File: config.mk
export PLATFORM = sky130hd
export DESIGN_NAME = serial_adder
export DESIGN_NICKNAME = d
export VERILOG_FILES = /design/src/rtl/serial_adder_pkg.sv /design/src/rtl/serial_adder_fa.sv /design/src/rtl/serial_adder.sv
export SDC_FILE = /design/constraint.sdc
export NUM_CORES = 1
export LEC_CHECK = 0
export CORE_ASPECT_RATIO = 0.6
export CORE_MARGIN = 2
export CORE_UTILIZATION = 30
export DETAILED_ROUTE_END_ITERATION = 16
export PLACE_DENSITY = 0.52
export SYNTH_ARGS = -nofsm -noshare
export SYNTH_HDL_FRONTEND = slang
export SYNTH_SLANG_ARGS = --single-unit
File: constraint.sdc
create_clock -name clk -period 2.5 [get_ports clk]
set_input_delay 0.5 -clock clk [delete_from_list [all_inputs] [get_ports clk]]
set_output_delay 0.5 -clock clk [all_outputs]
set_load 0.05 [all_outputs]
File: src/rtl/serial_adder_pkg.sv
// serial_adder_pkg: shared types for the bit-serial adder.
//   state_t : controller state (IDLE, SHIFT, DONE), 2-bit encoding.
package serial_adder_pkg;

  typedef enum logic [1:0] {
    IDLE  = 2'd0,
    SHIFT = 2'd1,
    DONE  = 2'd2
  } state_t;

endpackage

File: src/rtl/serial_adder_fa.sv
// full_adder_cell: purely combinational one-bit full adder.
//   a, b : operand bits
//   cin  : carry in
//   s    : sum bit  (a ^ b ^ cin)
//   co   : carry out (majority of a, b, cin)
module full_adder_cell (
  input  logic a,
  input  logic b,
  input  logic cin,
  output logic s,
  output logic co
);

  assign s  = a ^ b ^ cin;
  assign co = (a & b) | (a & cin) | (b & cin);

endmodule

File: src/rtl/serial_adder.sv
// serial_adder: bit-serial adder, LSB first, one full-adder cell per cycle.
//   clk   : clock, all state on rising edge
//   rst   : synchronous active-high reset
//   start : request, sampled only in IDLE
//   a, b  : WIDTH-bit operands, captured on accepted start
//   cin   : carry in, captured on accepted start
//   busy  : high while in SHIFT or DONE
//   done  : one-cycle pulse when sum/cout hold a new result
//   sum   : result register, holds until the next result
//   cout  : carry-out register, holds with sum
module serial_adder
  import serial_adder_pkg::*;
#(
  parameter int unsigned WIDTH = 8
) (
  input  logic             clk,
  input  logic             rst,
  input  logic             start,
  input  logic [WIDTH-1:0] a,
  input  logic [WIDTH-1:0] b,
  input  logic             cin,
  output logic             busy,
  output logic             done,
  output logic [WIDTH-1:0] sum,
  output logic             cout
);

  localparam int unsigned   CW       = (WIDTH > 1) ? $clog2(WIDTH) : 1;
  localparam logic [CW-1:0] CNT_LAST = CW'(WIDTH - 1);

  state_t           r_state;
  logic [WIDTH-1:0] r_a_sh;
  logic [WIDTH-1:0] r_b_sh;
  logic [WIDTH-1:0] r_acc;
  logic [WIDTH-1:0] r_sum;
  logic [CW-1:0]    r_cnt;
  logic             r_carry;
  logic             r_cout;
  logic             r_busy;
  logic             r_done;

  logic             w_bit;
  logic             w_carry;

  full_adder_cell u_fa (
    .a   (r_a_sh[0]),
    .b   (r_b_sh[0]),
    .cin (r_carry),
    .s   (w_bit),
    .co  (w_carry)
  );

  always_ff @(posedge clk) begin
    if (rst) begin
      r_state <= IDLE;
      r_a_sh  <= '0;
      r_b_sh  <= '0;
      r_acc   <= '0;
      r_sum   <= '0;
      r_cnt   <= '0;
      r_carry <= 1'b0;
      r_cout  <= 1'b0;
      r_busy  <= 1'b0;
      r_done  <= 1'b0;
    end else begin
      case (r_state)
        IDLE: begin
          if (start) begin
            r_a_sh  <= a;
            r_b_sh  <= b;
            r_carry <= cin;
            r_cnt   <= '0;
            r_busy  <= 1'b1;
            r_state <= SHIFT;
          end
        end
        SHIFT: begin
          r_carry <= w_carry;
          r_acc   <= {w_bit, r_acc[WIDTH-1:1]};
          r_a_sh  <= r_a_sh >> 1;
          r_b_sh  <= r_b_sh >> 1;
          r_cnt   <= r_cnt + CW'(1);
          // Last bit: the accumulator is not yet shifted, so the result is
          // assembled from the fresh bit plus the W-1 bits already collected.
          if (r_cnt == CNT_LAST) begin
            r_sum   <= {w_bit, r_acc[WIDTH-1:1]};
            r_cout  <= w_carry;
            r_done  <= 1'b1;
            r_state <= DONE;
          end
        end
        DONE: begin
          r_done  <= 1'b0;
          r_busy  <= 1'b0;
          r_state <= IDLE;
        end
        default: begin
          r_done  <= 1'b0;
          r_busy  <= 1'b0;
          r_state <= IDLE;
        end
      endcase
    end
  end

  assign busy = r_busy;
  assign done = r_done;
  assign sum  = r_sum;
  assign cout = r_cout;

endmodule
==> summary.md <==
| Metric | Value |
|---|---|
| Clock Power Share | 0.401 |
| Initial antenna violation count | 0 |
| Crit end category | primary output |
| Post-place setup slack | 546.4 ps |
| Fmax | 0.5164 GHz |
| Drt drc | 0 |
| Crit-path max cell delay | 810 ps |
| Rows | 21 |
| Reg clk slew, reported paths | 80 ps |
| Largest net degree at the start of global routing | 41 |
| Yosys warns | 0 |
| Fin. max-slew vios | 0 |
| Minimum clock period | 1936 ps |
| Port buffer count | 30 |
| Detailed Place HPWL | 2.316 mm |
| Sw frac | 0.2313 |
| Final std cells w/o fill | 272 |
| FF+latch count, synth | 40 |
| Commonest cells after routing, fill and taps aside | 40 x dfxtp_1, 30 x clkdlybuf4s50_1, 22 x nand2_1 |
| P per Cell Area | 677.3 nW/um^2 |
| Switching power | 332.9 uW |
| CTS root buf | clkbuf_8 |
| CTS buffer count | 5 |
| CORE AREA | 5492 sq um |
| # H-tree levels | 2 |
| Mean post-synth cell area | 9.602 sq um |
| Yosys cell types | 26 |
| RSZ-0062 raised after global routing | no |
| CTS Sinks | 40 |
| Hold_ws | 458.8 ps |
| Measured slew at the worst slew-check pin | 623.4 ps |
| GPL Wtd Cong | 0.6529 |
| Syn Nets | 198 |
| Total track usage | 0.1208 |
| Setup CP Type | reg -> out |
| Placed insts | 264 |
| Cells after Synth | 175 |
| Post-CTS Resized | 0 |
| Final Skew | 7.805 ps |
| Routed wire length per instance | 12.75 microns |
| Leakage | 0.7586 nW |
| Die width | 100.6 microns |
| Layout Utilization | 0.3869 |
| Worst reg-to-reg setup slack | 870 ps |
| CTS tree | built |
| Crit path cell chain | clkdlybuf4s50_1 |
| Fraction of layout cells with a size suffix above 1 | 0.1626 |
| Cts-stage hold buffer count | 0 |
| Internal cell power | 1.106 mW |
| Post-CTS setup buffer count | 0 |
| Vias per inst | 4.610 |
| TritonRoute pass-1 iters | 4 |
| Outcome | completed |
| CP Data Required Time | 2000 ps |
| Antenna-violating nets left | 0 |
| Worst Path Buf+Inv | 1 |
| Iteration-0 DRC Markers | 40 |
| Setup slack after layout | 563.5 ps |
| Max cap viols | 0 |
| Area Overhead vs Synth | 26.43% |
| Crit path DAT | 1440 ps |
| I/O pin count | 31 |
| Overall routed net length | 3.469 mm |
| Final setup fails | 0 |
| Reg power frac | 0.481 |
| First-pass GRT wire length | 5.658 mm |
| Clock buffer depth | 2 |
| Startpoint Class | flop |
| Hold WC Path Type | reg -> reg |
| Die ar. | 6235 sq um |
| N_diodes | 0 |
| Period utilization | 0.7746 |
| Final Hold Viols | 0 |
| Cell Area, Synth | 1680 sq um |
| Setup TNS | 0 ps |
| # nets final | 225 |
| Worst-path maximum fanout | 2 |
| Clk_lat worst skew | 290 ps |
| Slew headroom | 0.5839 |
| Initial Util | 0.3060 |
| DR vias | 1254 |
| Top delay family on crit path | buffers and inverters |
| Comb power frac | 0.118 |
| Crit path max-delay cell type | clkdlybuf4s50_1 |
| VDD IR max | 280.0 uV |
| Commonest non-fill, non-tap cell in the layout | dfxtp_1 |
| Vias in the first global route | 1167 |
| Post-synthesis sequential area ratio | 0.4765 |
| Overflow left after global routing | 0 |
| Die H | 61.97 microns |
routing by layer:
metal	routed length (microns)	share of wire	global-route usage	vias to the layer above
met1	1964	0.57	0.1693	573
met3	178	0.051	0.04698	2
met2	1306	0.38	0.1695	24
met5	0	0	0	-
met4	20	0.0058	0.04110	0
li1	-	-	-	655
sequential cells by signal, summed over array words and instances, names as in the netlist:
| signal | cells |
|---|---|
| r_b_sh | 8 |
| r_cnt | 3 |
| r_state | 2 |
| busy | 1 |
| r_a_sh | 8 |
| sum | 8 |
| r_acc | 7 |
| done | 1 |
| r_carry | 1 |
| cout | 1 |
cell usage after synthesis, drive strengths merged:
master / instances / area (sq um)
nor2: 10 / 40.04
o21bai: 1 / 7.510
nand3b: 1 / 11.26
nor3: 3 / 15.01
inv: 16 / 60.06
ha: 2 / 25.02
buf: 10 / 92.59
fa: 1 / 20.02
a22oi: 4 / 30.03
a21oi: 32 / 205.2
nor3b: 1 / 7.510
nand2: 22 / 82.58
nand2b: 2 / 15.02
dfxtp: 40 / 800.8
nand3: 8 / 40.04
o221a: 15 / 168.9
mux2i: 2 / 20.02
clkbuf: 3 / 11.26
nor2b: 2 / 27.53
cell type report:
class	instances	area (sq um)
tap	69	86.33
fill	545	3367
multi-input combinational	106	715.7
clock inverter	1	30.03
inverter	16	60.06
clock buffer	7	96.34
sequential	40	800.8
timing repair buffer	33	335.3
metrics by stage:
step                power (mW)  instance area [sq um]
floorplan               0.8274                   1680
global placement        0.8777                   1998
detailed placement      0.8779                   1998
CTS                      1.456                   2125
global route             1.511                   2125
finish                   1.439                   2125
cells by family after synthesis:
family | after synthesis | synth area share
and+or+nand+nor | 49 | 0.1422
buffers and inverters | 29 | 0.09754
AOI/OAI and AO/OA | 52 | 0.2450
muxes | 2 | 0.01191
DFF | 40 | 0.4765
adders and majority gates | 3 | 0.02680
power groups by stage:
stage / Sequential (mW) / Clock [mW] / Combinational, mW
4_1_cts: 0.693 / 0.592 / 0.171
3_5_place_dp: 0.707 / 0 / 0.171
5_1_grt: 0.698 / 0.628 / 0.186
3_3_place_gp: 0.707 / 0 / 0.170
6_report: 0.693 / 0.577 / 0.169
2_1_floorplan: 0.703 / 0 / 0.124
final timing paths:
| check | start | to | cells past startpoint |
|---|---|---|---|
| setup reg to reg | r_state[0] | r_a_sh[3] | 4 |
| hold / removal | sum[6] | sum[6] | 2 |
| setup / recovery | busy | busy | 1 |
| hold reg to reg | sum[6] | sum[6] | 2 |
Note: power is estimated with default switching activity, not from simulation.
==> patch (same settings) <==
Register the inputs `start`, `a`, `b` and `cin` before use, without a reset. The logic sees them one clock later. Comments in the files are not updated.
--- a/src/rtl/serial_adder.sv
+++ b/src/rtl/serial_adder.sv
@@ -27,6 +27,18 @@
 
   localparam int unsigned   CW       = (WIDTH > 1) ? $clog2(WIDTH) : 1;
   localparam logic [CW-1:0] CNT_LAST = CW'(WIDTH - 1);
+
+  logic start_q;
+  logic [WIDTH-1:0] a_q;
+  logic [WIDTH-1:0] b_q;
+  logic cin_q;
+
+  always_ff @(posedge clk) begin
+    start_q <= start;
+    a_q     <= a;
+    b_q     <= b;
+    cin_q   <= cin;
+  end
 
   state_t           r_state;
   logic [WIDTH-1:0] r_a_sh;
@@ -65,10 +77,10 @@
     end else begin
       case (r_state)
         IDLE: begin
-          if (start) begin
-            r_a_sh  <= a;
-            r_b_sh  <= b;
-            r_carry <= cin;
+          if (start_q) begin
+            r_a_sh  <= a_q;
+            r_b_sh  <= b_q;
+            r_carry <= cin_q;
             r_cnt   <= '0;
             r_busy  <= 1'b1;
             r_state <= SHIFT;
Function: changed (Yosys sat finds a counterexample within 4 cycles, from zero or initial values and one cycle with rst high).
==> patch against the unedited design <==
- synthesized area rose by 18%
- sequential cell count rose by 18
- setup slack got worse by 68 ps
- sequential share of layout area rose by 8.6 points
- wire length rose by 5.1%
- power rose by 41%
- critical path type unchanged
- final area rose by 18%
==> patch: results (changes against the unedited design) <==
Run status
  • Outcome: completed

CTS
  • CTS buffer count: 9 (+4)
  • H-tree Lvls: 3 (+1)
  • Clock latency on the worst-skew pair: 330 ps (+40 ps)
  • Worst-path clk slew: 60 ps (-20 ps)

Worst setup path
  • R2R cell count: 3 (-1)
  • Reg2reg start: r_state[0]
  • CP arrival: 1500 ps (+60 ps)
  • Reg-to-Reg End: r_b_sh[1]
  • R2R Setup Slk: 830 ps (-40 ps)

Route
  • Routed WL: 3650 um (+5.1%)
  • TritonRoute pass-1 iters: 4 (unchanged)
  • DR iter-0 viols: 36 (-10%)
  • Drt wl/cell: 11.7 um (-8.3%)
  • Vias per cell: 4.36 (-5.5%)

Power and ir drop
  • Seq pwr share: 0.493 (+0.012)
  • Leakage: 0.000940 uW (+24%)
  • VDD IR-drop max: 364 uV (+30%)
  • Final Power: 2030 uW (+41%)
  • Clk pwr share: 0.433 (+0.032)
  • Int Pwr: 1580 uW (+43%)

Synth
  • Post-synthesis mux area share: 0.00506 (-0.00685)
  • Synth Area in XOR/XNOR: 0 (unchanged)
  • Area contributors post-synth: dfxtp_1 59%, o221a_2 8.5%, a21oi_1 8.4%
  • Mapped Nets: 217 (+9.6%)
  • Compound-gate portion of the synthesized area: 0.188 (-0.0570)
  • Adder-Cell Fraction of Synth Area: 0.0228 (-0.00402)
  • Post-synth top cells: 58 x dfxtp_1, 33 x a21oi_1, 23 x nand2_1
  • Register area share after synthesis: 0.587 (+0.111)
  • Synth cell types: 23 (-12%)
  • Mapped Cells: 194 (+11%)

Hold path
  • Min-delay src: sum[5]
  • Hold Path Sink: sum[5]

Placement
  • DP Cell Count: 297 (+13%)
  • Pre-CTS WS: 793 ps (+247 ps)
  • Detailed placement HPWL: 2220 um (-4.1%)
  • GPL Wtd Cong: 0.638 (-2.3%)
  • Placed Area: 2310 um^2 (+15%)

Global route
  • Grt peak-use layer: met1
  • Initial antenna violation count: 0 (unchanged)
  • Met1 usage: 0.156 (-0.0130)
  • First-pass GRT wire length: 5950 um (+5.1%)
  • Vias in the first global route: 1213 (+3.9%)
  • Global-route usage over all layers: 0.113 (-0.00761)
  • Met2 Use GR: 0.138 (-0.0320)
  • Met3 Use GR: 0.0685 (+0.0215)
  • Largest net degree at the start of global routing: 41 (unchanged)

STA
  • Worst Hold Slack: 455 ps (-4.20 ps)
  • Max-slew headroom: 0.496 (-0.0875)
  • Skew final: 6.49 ps (-1.31 ps)

Final layout
  • Antenna cells: 0 (unchanged)
  • NumNets Final: 247 (+9.8%)
  • Layout cell share with drive strength beyond 1: 0.149 (-0.0134)
  • Fillers: 628 (+15%)
[patch: how the worst max path moves through the flow]
stage,from,end,slack [ps],cells after the start
after floorplan,r_cnt[0],done,1300,5
after global placement,rst,r_b_sh[2],810,4
after detailed placement,rst,r_b_sh[1],790,4
after CTS,busy,busy,470,1
after global routing,busy,busy,450,1
final,busy,busy,500,1
[patch: layout make-up]
cell class	instances	area, um^2	share of cell area
inverters	16	60.1	0.0239
clock buffers	13	169	0.0673
multi-input cells	107	664	0.265
well taps	84	105	0.0419
clock inverters	2	35.0	0.0140
flip-flops and latches	58	1160	0.463
repair buffers	32	315	0.126
[patch: kinds of logic after synthesis]
group | count (synthesis)
and+or+nand+nor | 50
adders and majority gates | 3
AOI/OAI and AO/OA | 53
DFF | 58
muxes | 1
buffers and inverters | 29
[patch: layer usage]
layer	up-vias	wire length, um
met5	-	0
met4	0	52
met3	8	265
met2	33	1280
met1	596	2050
li1	723	-
